<file path="config.mk">
export PLATFORM = sky130hd
export DESIGN_NAME = deser_rr_arbiter
export DESIGN_NICKNAME = d
export VERILOG_FILES = /design/src/rtl/deser_rr_arbiter.sv
export SDC_FILE = /design/constraint.sdc
export NUM_CORES = 1
export LEC_CHECK = 0
export ABC_AREA = 1
export BUFFER_PORTS_ARGS = -buffer_cell sky130_fd_sc_hd__buf_2
export CORE_MARGIN = 4
export CORE_UTILIZATION = 55
export CTS_CLUSTER_SIZE = 30
export DETAILED_ROUTE_END_ITERATION = 12
export PLACE_DENSITY_LB_ADDON = 0.2
export SYNTH_ARGS = -nofsm -noshare
export SYNTH_HDL_FRONTEND = slang
export SYNTH_SLANG_ARGS = --single-unit
</file>
<file path="constraint.sdc">
create_clock -name clk_i -period 5.2 [get_ports clk_i]
set_input_delay 0 -clock clk_i [delete_from_list [all_inputs] [get_ports clk_i]]
set_output_delay 0 -clock clk_i [all_outputs]
set_load 0.02 [all_outputs]
</file>
<file path="src/rtl/deser_rr_arbiter.sv">
// deser_rr_arbiter: round-robin arbiter that shares one serial deserializer
// between REQ_N serial sources. It grants a whole DATA_W-bit word at a time,
// forwards the grantee's bit/valid stream with zero latency, tags each
// finished word with its source index, then rotates priority.
// Optional stall timeout: define ARB_TIMEOUT_EN to enable abort_o.
module deser_rr_arbiter #(
  parameter int REQ_N       = 4,
  parameter int DATA_W      = 16,
  parameter int SRC_W       = $clog2(REQ_N),
  parameter int TIMEOUT_CYC = 64
) (
  input  logic             clk_i,
  input  logic             srst_n_i,
  input  logic [REQ_N-1:0] req_i,
  input  logic [REQ_N-1:0] data_i,
  input  logic [REQ_N-1:0] data_val_i,
  output logic [REQ_N-1:0] gnt_o,
  output logic             ser_data_o,
  output logic             ser_data_val_o,
  output logic [SRC_W-1:0] src_o,
  output logic             word_done_o,
  output logic [SRC_W-1:0] word_src_o,
  output logic             busy_o,
  output logic             abort_o
);

  localparam int CNT_W = (DATA_W > 1) ? $clog2(DATA_W) : 1;

  typedef enum logic {S_IDLE, S_BUSY} state_t;

  typedef struct packed {
    logic             hit;
    logic [SRC_W-1:0] idx;
  } pick_t;

  state_t           r_state;
  logic [REQ_N-1:0] r_gnt;
  logic [SRC_W-1:0] r_src;
  logic [SRC_W-1:0] r_ptr;
  logic [SRC_W-1:0] r_word_src;
  logic [CNT_W-1:0] r_cnt;

  logic             w_fwd_val;
  logic             w_last;
  logic [SRC_W-1:0] w_next_ptr;
  logic [SRC_W-1:0] w_arb_ptr;
  pick_t            w_pick;

  // First requester at or after ptr, wrapping; lowest offset wins.
  function automatic pick_t rr_pick(input logic [REQ_N-1:0] req,
                                    input logic [SRC_W-1:0] ptr);
    pick_t p;
    int    idx;
    p.hit = 1'b0;
    p.idx = '0;
    for (int k = REQ_N - 1; k >= 0; k--) begin
      idx = (int'(ptr) + k) % REQ_N;
      if (req[idx[SRC_W-1:0]]) begin
        p.hit = 1'b1;
        p.idx = idx[SRC_W-1:0];
      end
    end
    return p;
  endfunction

  // Forwarding path, word-end detect and arbitration request.
  // NOTE: every always_comb output gets a default first so no latch is inferred.
  always_comb begin
    w_fwd_val  = (r_state == S_BUSY) && data_val_i[r_src];
    w_last     = w_fwd_val && (r_cnt == CNT_W'(DATA_W - 1));
    w_next_ptr = (r_src == SRC_W'(REQ_N - 1)) ? '0 : r_src + SRC_W'(1);
    // At word end arbitrate from the rotated pointer so the next grant lands
    // without an IDLE bubble; in IDLE use the stored pointer.
    w_arb_ptr  = (r_state == S_BUSY) ? w_next_ptr : r_ptr;
    w_pick     = rr_pick(req_i, w_arb_ptr);
  end

`ifdef ARB_TIMEOUT_EN
  localparam int ST_W = $clog2(TIMEOUT_CYC + 1);
  logic [ST_W-1:0] r_stall;
  logic            r_abort;
  logic            w_timeout;
  assign w_timeout = (r_state == S_BUSY) && !w_fwd_val &&
                     (r_stall == ST_W'(TIMEOUT_CYC - 1));
  assign abort_o   = r_abort;
`else
  assign abort_o   = 1'b0;
`endif

  // Arbiter FSM: grant, count forwarded bits, rotate, optional timeout.
  // NOTE: sequential state uses non-blocking (<=) so all registers update together.
  always_ff @(posedge clk_i) begin
    if (!srst_n_i) begin
      r_state    <= S_IDLE;
      r_gnt      <= '0;
      r_src      <= '0;
      r_ptr      <= '0;
      r_word_src <= '0;
      r_cnt      <= '0;
`ifdef ARB_TIMEOUT_EN
      r_stall    <= '0;
      r_abort    <= 1'b0;
`endif
    end else begin
`ifdef ARB_TIMEOUT_EN
      r_abort <= 1'b0;
`endif
      case (r_state)
        S_IDLE: begin
          if (w_pick.hit) begin
            r_state <= S_BUSY;
            r_gnt   <= REQ_N'(1) << w_pick.idx;
            r_src   <= w_pick.idx;
            r_cnt   <= '0;
`ifdef ARB_TIMEOUT_EN
            r_stall <= '0;
`endif
          end
        end
        S_BUSY: begin
          if (w_last) begin
            r_word_src <= r_src;
            r_ptr      <= w_next_ptr;
            r_cnt      <= '0;
`ifdef ARB_TIMEOUT_EN
            r_stall    <= '0;
`endif
            if (w_pick.hit) begin
              r_gnt <= REQ_N'(1) << w_pick.idx;
              r_src <= w_pick.idx;
            end else begin
              r_state <= S_IDLE;
              r_gnt   <= '0;
              r_src   <= '0;
            end
          end else if (w_fwd_val) begin
            r_cnt <= r_cnt + CNT_W'(1);
`ifdef ARB_TIMEOUT_EN
            r_stall <= '0;
          end else if (w_timeout) begin
            // Stalled grantee: drop it, skip past it, no word_done.
            r_abort <= 1'b1;
            r_state <= S_IDLE;
            r_gnt   <= '0;
            r_src   <= '0;
            r_cnt   <= '0;
            r_stall <= '0;
            r_ptr   <= w_next_ptr;
          end else begin
            r_stall <= r_stall + ST_W'(1);
`endif
          end
        end
        default: r_state <= S_IDLE;
      endcase
    end
  end

  assign gnt_o          = r_gnt;
  assign src_o          = r_src;
  assign busy_o         = (r_state == S_BUSY);
  assign ser_data_o     = (r_state == S_BUSY) && data_i[r_src];
  assign ser_data_val_o = w_fwd_val;
  assign word_done_o    = w_last;
  assign word_src_o     = r_word_src;

endmodule

</file>
; Word level (Yosys, flattened, before mapping)
; Index checks and enable logic that the tools add are counted.
[word_totals]
reg_bits = 15
out_inout_bits = 13
[op_classes]
addsub = 5
order_cmp = 5
eq_ne = 5
shift = 1
n_mux = 33
bitwise = 1
n_reduce_logical = 6
[ops]
columns = cell, n
row1 = $mux W4, 6
row2 = $pmux W4 S2, 2
row3 = $lt A2 B3 Y1 const B, 5
row4 = $bmux W1 S2, 6
row5 = $mux W3, 4
row6 = $mux W2, 5
row7 = $mux W1, 8
row8 = $reduce_and A2 Y1, 3
row9 = $add A2 B1 Y2 const B, 2
row10 = $add A2 B2 Y2 const B, 2
row11 = $add A4 B1 Y4 const B, 1
row12 = $eq A4 B4 Y1 const B, 1
row13 = $ne A2 B2 Y1 const B, 2
row14 = $pmux W2 S2, 1
row15 = $shl A1 B2 Y4 const A, 1
row16 = $logic_and A1 B1 Y1, 3
row17 = $ne A3 B3 Y1 const B, 1
row18 = $eq A2 B2 Y1 const B, 1
row19 = $pmux W1 S2, 1
row20 = $not A1 Y1, 1

; Longest topological paths before layout
; Gate-level depths: netlist (run 1).
[logic_depth]
depth_word = 14
ltp_mapped = 14

; Worst setup path before layout (run 1)
; Ideal clock, no wire load.
[synth_path]
kind = register -> register
from = register r_src[0], in the netlist src_o[0]
to = register r_cnt[0]
t_arrival_ns = 1.845
setup_slack_ns = 3.235
path_stages_with_launch = 11
cell_sequence = dfxtp_1 buf_4 nor2_1 nor2_1 o21ai_0 a21oi_4 nand4_4 inv_2 nor2_1 o21ai_0 a21oi_1
[synth_between]
word_cells_on_any_way = 28
cone_classes = add/sub (4) / eq/ne (3) / mux (18) / reduce/logical (3)
[synth_lines]
columns = element, line_no
row1 = start: declaration, 38  ; logic [SRC_W-1:0] r_src;
row2 = start signal: assignment, 113  ; r_src <= w_pick.idx;
row3 = start signal: assignment, 130  ; r_src <= w_pick.idx;
row4 = $bmux W1 S2 (*), 69  ; w_fwd_val = (r_state == S_BUSY) && data_val_i[r_src];
row5 = $mux W1 (implied by the code) (*), 69
row6 = $logic_and A1 B1 Y1 (*), 69
row7 = net ser_data_val_o, 19  ; output logic ser_data_val_o,
row8 = $logic_and A1 B1 Y1 (*), 70  ; w_last = w_fwd_val && (r_cnt == CNT_W'(DATA_W - 1));
row9 = net word_done_o, 21  ; output logic word_done_o,
row10 = $mux W4 or $ne A3 B3 Y1 (tied branches), -
row11 = $pmux W4 S2 or $reduce_and A2 Y1 (tied branches), -
row12 = end signal: assignment, 137  ; r_cnt <= r_cnt + CNT_W'(1);
row13 = end: declaration, 41  ; logic [CNT_W-1:0] r_cnt;
; The timed path passes the listed nets; every way through them passes the cells marked *. The select of a mux whose other input is x is not followed.
; A chain may end at the register's enable or synchronous reset.

; Worst setup path after layout (run 1)
[layout_path]
from = register r_src[0], in the netlist src_o[0]
to = register r_src[0], in the netlist src_o[0]
[layout_between]
elab_chain_cells = 13
word_cells_on_any_way = 30
cone_classes = add/sub (4) / eq/ne (3) / mux (20) / reduce/logical (3)
[layout_lines]
columns = element, line_no
row1 = $add A2 B1 Y2 or $eq A2 B2 Y1 (tied branches), 71  ; w_next_ptr = (r_src == SRC_W'(REQ_N - 1)) ? '0 : r_src + SRC_W'(1);
row2 = $mux W2 (*), 71
row3 = net w_next_ptr[1], 45  ; logic [SRC_W-1:0] w_next_ptr;
row4 = $mux W2 (*), 74  ; w_arb_ptr = (r_state == S_BUSY) ? w_next_ptr : r_ptr;
row5 = $add A2 B2 Y2, 57  ; idx = (int'(ptr) + k) % REQ_N;
row6 = $bmux W1 S2, 58  ; if (req[idx[SRC_W-1:0]]) begin
row7 = $mux W1 (implied by the code), 58
row8 = $mux W3 (3 in a row), 58
row9 = $mux W3 (*), 58
row10 = $mux W2, 128  ; if (w_pick.hit) begin
row11 = $mux W2, 121  ; if (w_last) begin
row12 = $pmux W2 S2, 108  ; case (r_state)
; Marks and branches as above.

==> results of run 1 <==
## through the flow
step | util, % | hold slack [ns]
floorplan | - | 0.133
global placement | 67.7 | 0.307
detailed placement | 67.7 | 0.316
CTS | 69.2 | 0.00601
global route | 69.2 | 0.0298
finish | 69.2 | 0.0128
## flip-flops by register name, summed over array words and instances (netlist names)
name / count
r_cnt: 4
busy_o: 1
word_src_o: 2
src_o: 2
r_ptr: 2
gnt_o: 4
## cell usage in the layout, fill, tap and decap left out, drive strengths merged, types with 2 or more instances in the layout
cell type and count:
clkbuf 4, o21ai 13, buf 25, ha 2, nor2 18, nand3 26, nand2 43, dfxtp 15
inv 20, a21oi 18, clkinv 2
## final cells by class
type	count	area, um^2
Inverter	22	90.1
Clock buffer	4	26.3
Tap cell	25	31.3
Sequential cell	15	300
Multi-Input combinational cell	124	661
Fill cell	157	549
Timing Repair Buffer	25	125
## report_power, final
group,total (mW),switching (mW),internal [mW],leakage [nW]
combinational,0.191,0.126,0.0640,0.488
clock,0.0664,0.0367,0.0298,0.0150
sequential,0.140,0.0132,0.126,0.122
## tightest hold or removal path, delay by kind of cell
| kind | cells | cell delay (ns) |
|---|---|---|
| buffers and inverters | 1 | 0.14 |
| AOI/OAI and AO/OA | 2 | 0.12 |
## metal layers
metal | share of wire, % | wire length (um) | track usage (%) | vias to the layer above
met5 | 0 | 0 | 0 | -
met4 | 0.87 | 22 | 2.62 | 0
met3 | 6.7 | 170 | 5.16 | 4
met2 | 45 | 1140 | 34.3 | 35
met1 | 47 | 1190 | 25.6 | 505
li1 | - | - | - | 591
## cell families after synthesis
group,Yosys count,synth area share (%)
buffers and inverters,24,9.86
and+or+nand+nor,88,41.8
DFF,15,28.2
AOI/OAI and AO/OA,32,16.7
other,1,0.352
adders and majority gates,2,2.35
xor gates and xnor gates,1,0.822
## final timing paths
path                                             from                         end  slack, ns  cells after the start
worst max-delay path            src_o[0]$_SDFFE_PN0P_       src_o[0]$_SDFFE_PN0P_       3.07                     12
worst max register to register  src_o[0]$_SDFFE_PN0P_       src_o[0]$_SDFFE_PN0P_       3.07                     12
worst min-delay path                         srst_n_i  word_src_o[0]$_SDFFE_PN0P_       0.01                      3
worst min register to register  gnt_o[3]$_SDFFE_PN0P_       gnt_o[3]$_SDFFE_PN0P_       0.47                      2
==> impl_metrics.env, run 1 <==
export IMPL_pre_cts_ws_ns=3.13
export IMPL_maxCapViolCount=0
export IMPL_p_leak_nw=0.625
export IMPL_antenna_cells=0
export IMPL_fmax_mhz=469
export IMPL_p_total_mw=0.397
export IMPL_dp_hpwl_um=1960
export IMPL_setup_viol=0
export IMPL_dieArea_mm2=0.00271
export IMPL_grtUsageTotal_pct=20.0
export IMPL_path_class="flop to flop"
export IMPL_stdcell_count=215
export IMPL_setup_tns_ns=0
export IMPL_yosysTopAreaCell="dfxtp_1"
export IMPL_first_iter_violations=33
export IMPL_dr_pass1_iters=5
export IMPL_post_dp_cell_area_mm2=0.00121
export IMPL_die_w_um=52.0
export IMPL_viasPerCell=5.28
export IMPL_cts_tree="built"
export IMPL_fin_crit_sh_pct=41.0
export IMPL_final_layout_size_suffix_gt1_share_pct=26.8
export IMPL_cp_required_ns=5.41
export IMPL_syn_to_final_growth_pct=15.7
export IMPL_synth_edf_count=0
export IMPL_io_pins=27
export IMPL_rsz0062_at_grt="no"
export IMPL_clkTransAtPathRegs_ns=0.09
export IMPL_cts_made_buffers=3
export IMPL_crit_path_end_kind="flop"
export IMPL_post_place_cells=211
export IMPL_grt_max_degree=11
export IMPL_cts_root_buf="clkbuf_4"
export IMPL_wl_um=2520
export IMPL_hold_path_class="input port to flop"
export IMPL_synth_area_mm2=0.00107
export IMPL_maxSlewViolCount=0
export IMPL_antenna_found_initial=0
export IMPL_critPathMaxFanout=10
export IMPL_postCtsSetupBuffers=0
export IMPL_ir_drop_v=0.000265
export IMPL_clockBufferDepth=2
export IMPL_fin_crit_ns=2.13
export IMPL_gr_total_overflow=0
export IMPL_start_util_pct=59.8
export IMPL_cts_sinks=15
export IMPL_finalHoldViolCount=0
export IMPL_stdcell_area_mm2=0.00123
export IMPL_synth_most_common_cell="nand2_1"
export IMPL_slowest_delay_ns=0.50
export IMPL_vias=1135
export IMPL_drc=0
export IMPL_ant_nets=0
export IMPL_cp_top_family="simple AND/OR/NAND/NOR gates"
export IMPL_critPathLaunchType="flop"
export IMPL_syn_nets=179
export IMPL_clk_latency_ns=0.28
export IMPL_skew_ns=0.00485
export IMPL_synth_seq_cells=15
export IMPL_htree_levels=1
export IMPL_die_h_um=52.0
export IMPL_yosysWarnings=0
export IMPL_yosys_top_cells_area="dfxtp_1, nand2_1, nand3_1"
export IMPL_seq_area_frac_synth_pct=28.2
export IMPL_core_area_mm2=0.00178
export IMPL_cts_resized=0
export IMPL_wl_per_cell_um=11.7
export IMPL_outcome="finished, final reports clean"
export IMPL_ys_dominant_reg_cell="dfxtp_1"
export IMPL_power_density_mw_per_mm2=321
export IMPL_holdBufCountCts=0
export IMPL_worstPathCellList="ha_1 > nand2_1 > inv_1 > nor2_2 > nand3_1 > nand2_2 > nand3_2 > nand2_2 > nand2_4 > clkinv_4 > nand2_1 > a21oi_1"
export IMPL_avgSynthCellArea_um2=6.54
export IMPL_io_buffers=25
export IMPL_critPathArrivalTime_ns=2.34
export IMPL_synthTopCellsByCount="nand2_1, nand3_1, inv_1, a21oi_1, dfxtp_1"
export IMPL_synthArstFlopShare_pct=0
export IMPL_finalWorstSetupSlack_ns=3.07
export IMPL_synthCells=163
export IMPL_num_rows=15
export IMPL_ys_types=25
export IMPL_place_gp_congestion=0.854
export IMPL_final_nets=207
export IMPL_critPathSlowestCell="dfxtp_1"
export IMPL_grt_pass1_vias=971
export IMPL_crit_buf_inv=2
export IMPL_yosysTopAreaCellShare_pct=28.2
export IMPL_grt_pass1_wl_um=4130
Power figures use the tool's default switching activity.
==> inputs of run 2 (changes only) <==
Settings changed: ABC_AREA 1 to 0, CORE_UTILIZATION 55 to 50.
Clock period 5.2 ns to 2.2 ns, I/O delays scaled along.
==> run 2 against run 1 <==
Effect of this change:
- global-route usage shrank 4.2 points
- worst hold slack gained 0.022 ns
- wire length shrank 27%
- power grew 48%
- critical path type unchanged
- largest power group is now registers
- highest routed layer unchanged
==> impl_metrics.env, run 2 <==
export IMPL_clkTransAtPathRegs_ns=0.10
export IMPL_cts_tree="built"
export IMPL_place_gp_congestion=0.797
export IMPL_maxCapViolCount=0
export IMPL_crit_buf_inv=0
export IMPL_grt_pass1_vias=746
export IMPL_cts_sinks=15
export IMPL_yosysTopAreaCellShare_pct=32.7
export IMPL_critPathSlowestCell="dfxtp_1"
export IMPL_die_w_um=50.9
export IMPL_cts_made_buffers=3
export IMPL_register_area_um2=300
export IMPL_fin_crit_ns=1.91
export IMPL_critPathArrivalTime_ns=2.15
export IMPL_outcome="finished, final reports clean"
export IMPL_skew_ns=0.00563
export IMPL_synth_compound_area_share_pct=18.5
export IMPL_p_leak_nw=0.484
export IMPL_synthArstFlopShare_pct=0
export IMPL_syn_to_final_growth_pct=15.8
export IMPL_setup_viol=0
export IMPL_start_util_pct=53.2
export IMPL_ant_nets=0
export IMPL_cp_top_family="flip-flops"
export IMPL_maxSlewViolCount=0
export IMPL_yosysTopAreaCell="dfxtp_1"
export IMPL_synthTopCellsByCount="dfxtp_1, nand2_1, nand3_1, mux2i_1"
export IMPL_fmax_mhz=523
export IMPL_mostFrequentLayoutCell="buf_2"
export IMPL_dieArea_mm2=0.00259
export IMPL_clk_latency_ns=0.28
export IMPL_synth_area_um2=918
export IMPL_io_pins=27
export IMPL_clockBufferDepth=2
export IMPL_num_rows=15
export IMPL_setup_tns_ns=0
export IMPL_first_iter_violations=17
export IMPL_dp_hpwl_um=1440
export IMPL_drc=0
export IMPL_crit_path_frequent_cell="mux2i_1"
export IMPL_wl_per_cell_um=12.4
export IMPL_cts_resized=0
export IMPL_synth_xor_area_share_pct=0
export IMPL_die_h_um=50.9
export IMPL_ys_types=42
export IMPL_yosys_top_cells_area="dfxtp_1, mux2i_1, nand2_1"
export IMPL_crit_path_end_kind="flop"
export IMPL_whs_ns=0.0344
export IMPL_final_nets=140
export IMPL_syn_nets=116
export IMPL_mostFrequentLayoutCells="buf_2, dfxtp_1, nand2_1, nand3_1, mux2i_1"
export IMPL_synth_adder_area_share_pct=2.72
export IMPL_synthCells=100
export IMPL_vias=786
export IMPL_core_area_mm2=0.00173
export IMPL_avgSynthCellArea_um2=9.18
export IMPL_synth_edf_count=0
export IMPL_htree_levels=1
export IMPL_synth_seq_cells=15
export IMPL_cts_root_buf="clkbuf_4"
export IMPL_grt_max_degree=13
export IMPL_antenna_cells=0
export IMPL_ys_dominant_reg_cell="dfxtp_1"
export IMPL_critPathMaxFanout=10
export IMPL_holdBufCountCts=0
export IMPL_yosysWarnings=0
export IMPL_power_density_mw_per_mm2=550
export IMPL_io_buffers=25
export IMPL_slowest_delay_ns=0.55
export IMPL_gr_total_overflow=0
export IMPL_postCtsSetupBuffers=0
export IMPL_seq_area_frac_synth_pct=32.7
export IMPL_path_class="flop to flop"
export IMPL_viasPerCell=5.31
export IMPL_finalHoldViolCount=0
export IMPL_ir_drop_v=0.000402
export IMPL_fin_crit_sh_pct=87.0
export IMPL_wl_um=1840
export IMPL_multi_input_area_um2=559
export IMPL_synth_area_mux_share_pct=12.0
export IMPL_grt_pass1_wl_um=3150
export IMPL_cp_required_ns=2.44
export IMPL_yosys_area_share_simple_pct=27.2
export IMPL_grtUsageTotal_pct=15.9
export IMPL_final_layout_size_suffix_gt1_share_pct=33.3
export IMPL_rsz0062_at_grt="no"
export IMPL_fill_cells=168
export IMPL_worstPathCellList="ha_1 > mux2i_1 > mux2i_1 > o2111ai_1 > nor2b_4 > a22o_1"
export IMPL_antenna_found_initial=0
export IMPL_critPathLaunchType="flop"
export IMPL_synth_top_family_by_area="simple AND/OR/NAND/NOR gates"
export IMPL_r2r_setup_slack_ns=0.29
export IMPL_synth_most_common_cell="dfxtp_1"
export IMPL_hold_path_class="input port to flop"
export IMPL_dr_pass1_iters=4
==> run 2: changes by cell type after synthesis, sizes merged, moves of 5 or more <==
cell    before  now
a21boi       0    7
a21oi       18    0
mux2i        0    5
nor2        18    2
o21ai       13    0
nand2       43   12
nand3       26    7
inv         20    2
==> run 2: logic make-up (layout without fill, tap and decap cells) <==
family | Yosys count | after routing
AO/OA/AOI/OAI | 21 | 21
other | 1 | 1
buffers and inverters | 10 | 33
multiplexers | 8 | 8
flip-flops | 15 | 15
AND/OR/NAND/NOR | 43 | 43
adder cells (fa/ha/maj) | 2 | 2
==> run 2: layout make-up <==
| class | count | area share (%) |
|---|---|---|
| flip-flops and latches | 15 | 28.2 |
| clock buffers | 3 | 2.12 |
| clock inverters | 1 | 0.471 |
| well taps | 25 | 2.94 |
| repair buffers | 26 | 12.5 |
| multi-input cells | 75 | 52.6 |
| inverters | 3 | 1.18 |
==> run 2: final timing paths <==
kind,start,endpoint,depth (start not counted)
worst max-delay path,src_o[0]$_SDFFE_PN0P_,gnt_o[3]$_SDFFE_PN0P_,6
worst min-delay path,srst_n_i,r_cnt[2]$_SDFFE_PN0P_,2
worst max register to register,src_o[0]$_SDFFE_PN0P_,gnt_o[3]$_SDFFE_PN0P_,6
worst min register to register,r_ptr[0]$_SDFFE_PN0P_,r_ptr[0]$_SDFFE_PN0P_,2
==> run 2: report_power, final <==
part           switching, mW  internal (mW)
Combinational         0.0702         0.0605
Clock                 0.0924         0.0675
Sequential            0.0123          0.282
Total                  0.175          0.410
==> run 2: stage by stage <==
| stage | setup WS [ns] | instance area (um^2) | total power, mW | utilization, % | instances |
|---|---|---|---|---|---|
| after floorplan | 0.389 | 918 | 0.398 | - | 100 |
| after global placement | 0.349 | 1040 | 0.430 | 60.0 | 144 |
| after detailed placement | 0.303 | 1040 | 0.432 | 60.0 | 144 |
| after CTS | 0.272 | 1060 | 0.589 | 61.6 | 148 |
| after global routing | 0.124 | 1060 | 0.617 | 61.6 | 148 |
| final | 0.287 | 1060 | 0.585 | 61.6 | 148 |
==> run 2: metal layers <==
layer / routed length, um / vias up / global-route usage (%)
li1: - / 407 / -
met1: 832 / 361 / 19.2
met2: 913 / 16 / 27.4
met3: 81 / 2 / 5.54
met4: 8 / 0 / 2.69
met5: 0 / - / 0
==> run 2: worst register-to-register path, cell delays in order, from the launching register on <==
cell	delay (ns)
dfxtp_1	0.55
ha_1	0.32
mux2i_1	0.26
mux2i_1	0.22
o2111ai_1	0.20
nor2b_4	0.17
a22o_1	0.14
==> inputs of run 3 (changes only) <==
Settings changed: CORE_MARGIN 4 to 2.
==> run 3 against run 2 <==
Effect of this change:
- clock power about the same
- global-route usage up 3.3 points
- largest cell class unchanged
- wire length up 1.3%
- setup slack worse by 0.019 ns
- worst hold slack better by 0.0094 ns
- first-iteration DRC count up 5.9%
==> impl_metrics.env, run 3 (synthesis results as in run 2) <==
export IMPL_p_leak_nw=0.481
export IMPL_mostFrequentLayoutCells="buf_2, dfxtp_1, nand2_1, nand3_1, mux2i_1"
export IMPL_holdBufCountCts=0
export IMPL_antenna_found_initial=0
export IMPL_num_rows=15
export IMPL_vias=814
export IMPL_fin_util_pct=61.5
export IMPL_fill_cells=169
export IMPL_skew_ns=0.00457
export IMPL_mostFrequentLayoutCell="buf_2"
export IMPL_p_total_mw=0.588
export IMPL_grt_pass1_wl_um=2970
export IMPL_outcome="finished, final reports clean"
export IMPL_fin_crit_ns=1.93
export IMPL_finalHoldViolCount=0
export IMPL_cp_required_ns=2.43
export IMPL_fin_crit_sh_pct=87.8
export IMPL_ir_drop_v=0.000309
export IMPL_core_area_mm2=0.00173
export IMPL_start_util_pct=53.2
export IMPL_stdcell_count=148
export IMPL_power_frac_seq_pct=50.1
export IMPL_cellInternalPower_mw=0.413
export IMPL_r2r_end="gnt_o[3]$_SDFFE_PN0P_"
export IMPL_grtUsageTotal_pct=19.2
export IMPL_maxSlewViolCount=0
export IMPL_clk_latency_ns=0.28
export IMPL_combPwrFrac_pct=22.4
export IMPL_viasPerCell=5.50
export IMPL_multi_input_area_um2=559
export IMPL_critPathMaxFanout=10
export IMPL_cts_root_buf="clkbuf_4"
export IMPL_antenna_cells=0
export IMPL_cts_tree="built"
export IMPL_dieArea_mm2=0.00220
export IMPL_io_buffers=25
export IMPL_die_h_um=46.9
export IMPL_path_class="flop to flop"
export IMPL_worstRegToRegCells=6
export IMPL_fmax_mhz=518
export IMPL_grt_max_degree=13
export IMPL_maxCapViolCount=0
export IMPL_clkTransAtPathRegs_ns=0.09
export IMPL_wl_um=1860
export IMPL_power_density_mw_per_mm2=554
export IMPL_clockBufferDepth=2
export IMPL_cts_sinks=15
export IMPL_switchingPower_mw=0.175
export IMPL_power_frac_clock_pct=27.6
export IMPL_r2r_setup_slack_ns=0.27
export IMPL_finalWorstSetupSlack_ns=0.268
export IMPL_min_from="srst_n_i"
export IMPL_post_place_cells=144
export IMPL_gr_total_overflow=0
export IMPL_die_w_um=46.9
export IMPL_rsz0062_at_grt="no"
export IMPL_cts_resized=0
export IMPL_syn_to_final_growth_pct=15.7
export IMPL_dr_pass1_iters=4
export IMPL_drc=0
export IMPL_first_iter_violations=18
export IMPL_whs_ns=0.0438
export IMPL_stdcell_area_mm2=0.00106
export IMPL_hold_path_class="input port to flop"
export IMPL_wl_per_cell_um=12.6
export IMPL_htree_levels=1
export IMPL_critPathArrivalTime_ns=2.16
export IMPL_crit_path_end_kind="flop"
export IMPL_setup_tns_ns=0
export IMPL_place_gp_congestion=0.870
export IMPL_hold_depth=2
export IMPL_r2r_start="src_o[0]$_SDFFE_PN0P_"
export IMPL_pre_cts_ws_ns=0.268
export IMPL_setup_viol=0
export IMPL_register_area_um2=300
export IMPL_postCtsSetupBuffers=0
export IMPL_cts_made_buffers=3
export IMPL_ant_nets=0
export IMPL_grt_pass1_vias=727
export IMPL_post_dp_cell_area_mm2=0.00104
export IMPL_io_pins=27
export IMPL_holdPathEnd="r_cnt[2]$_SDFFE_PN0P_"
export IMPL_netSwitchingFraction_pct=29.8
export IMPL_dp_hpwl_um=1430
export IMPL_critPathLaunchType="flop"
export IMPL_final_layout_size_suffix_gt1_share_pct=32.5
export IMPL_final_nets=140
-- run 3: cell count changes in the layout (fill, tap and decap cells not counted), sizes merged --
| cell | change |
|---|---|
| clkbuf | +1 |
| clkinv | -1 |
-- run 3: worst max-delay path by stage --
stage	cells past startpoint	end	startpoint	slack [ns]
after detailed placement	6	gnt_o[3]$_SDFFE_PN0P_	src_o[0]$_SDFFE_PN0P_	0.27
after floorplan	6	gnt_o[1]$_SDFFE_PN0P_	src_o[0]$_SDFFE_PN0P_	0.39
after global routing	6	gnt_o[3]$_SDFFE_PN0P_	src_o[0]$_SDFFE_PN0P_	0.10
after global placement	6	gnt_o[1]$_SDFFE_PN0P_	src_o[0]$_SDFFE_PN0P_	0.35
after CTS	6	gnt_o[3]$_SDFFE_PN0P_	src_o[0]$_SDFFE_PN0P_	0.25
final	6	gnt_o[3]$_SDFFE_PN0P_	src_o[0]$_SDFFE_PN0P_	0.27
-- run 3: area by class of cell --
type	count	share of cell area (%)
Clock buffer	4	2.47
Tap cell	25	2.94
Timing Repair Buffer	26	12.5
Inverter	3	1.18
Multi-Input combinational cell	75	52.7
Sequential cell	15	28.3
-- run 3: power by group through the flow --
stage,sequential [mW],clock (mW),combinational (mW)
after floorplan,0.306,0,0.0925
after global placement,0.301,0,0.129
after detailed placement,0.301,0,0.131
after CTS,0.295,0.162,0.132
after global routing,0.297,0.174,0.144
final,0.295,0.162,0.132
-- run 3: critical path, cell delays in order, from the launching register on --
cell	delay, ns
dfxtp_1	0.56
ha_1	0.32
mux2i_1	0.27
mux2i_1	0.22
o2111ai_1	0.20
nor2b_4	0.17
a22o_1	0.15
-- run 3: layer usage --
metal | up-vias | share of wire, % | global-route usage, %
met5 | - | 0 | 0
met2 | 14 | 49 | 33.2
met3 | 4 | 2.6 | 3.46
met1 | 391 | 47 | 23.9
li1 | 405 | - | -
met4 | 0 | 1.1 | 6.67
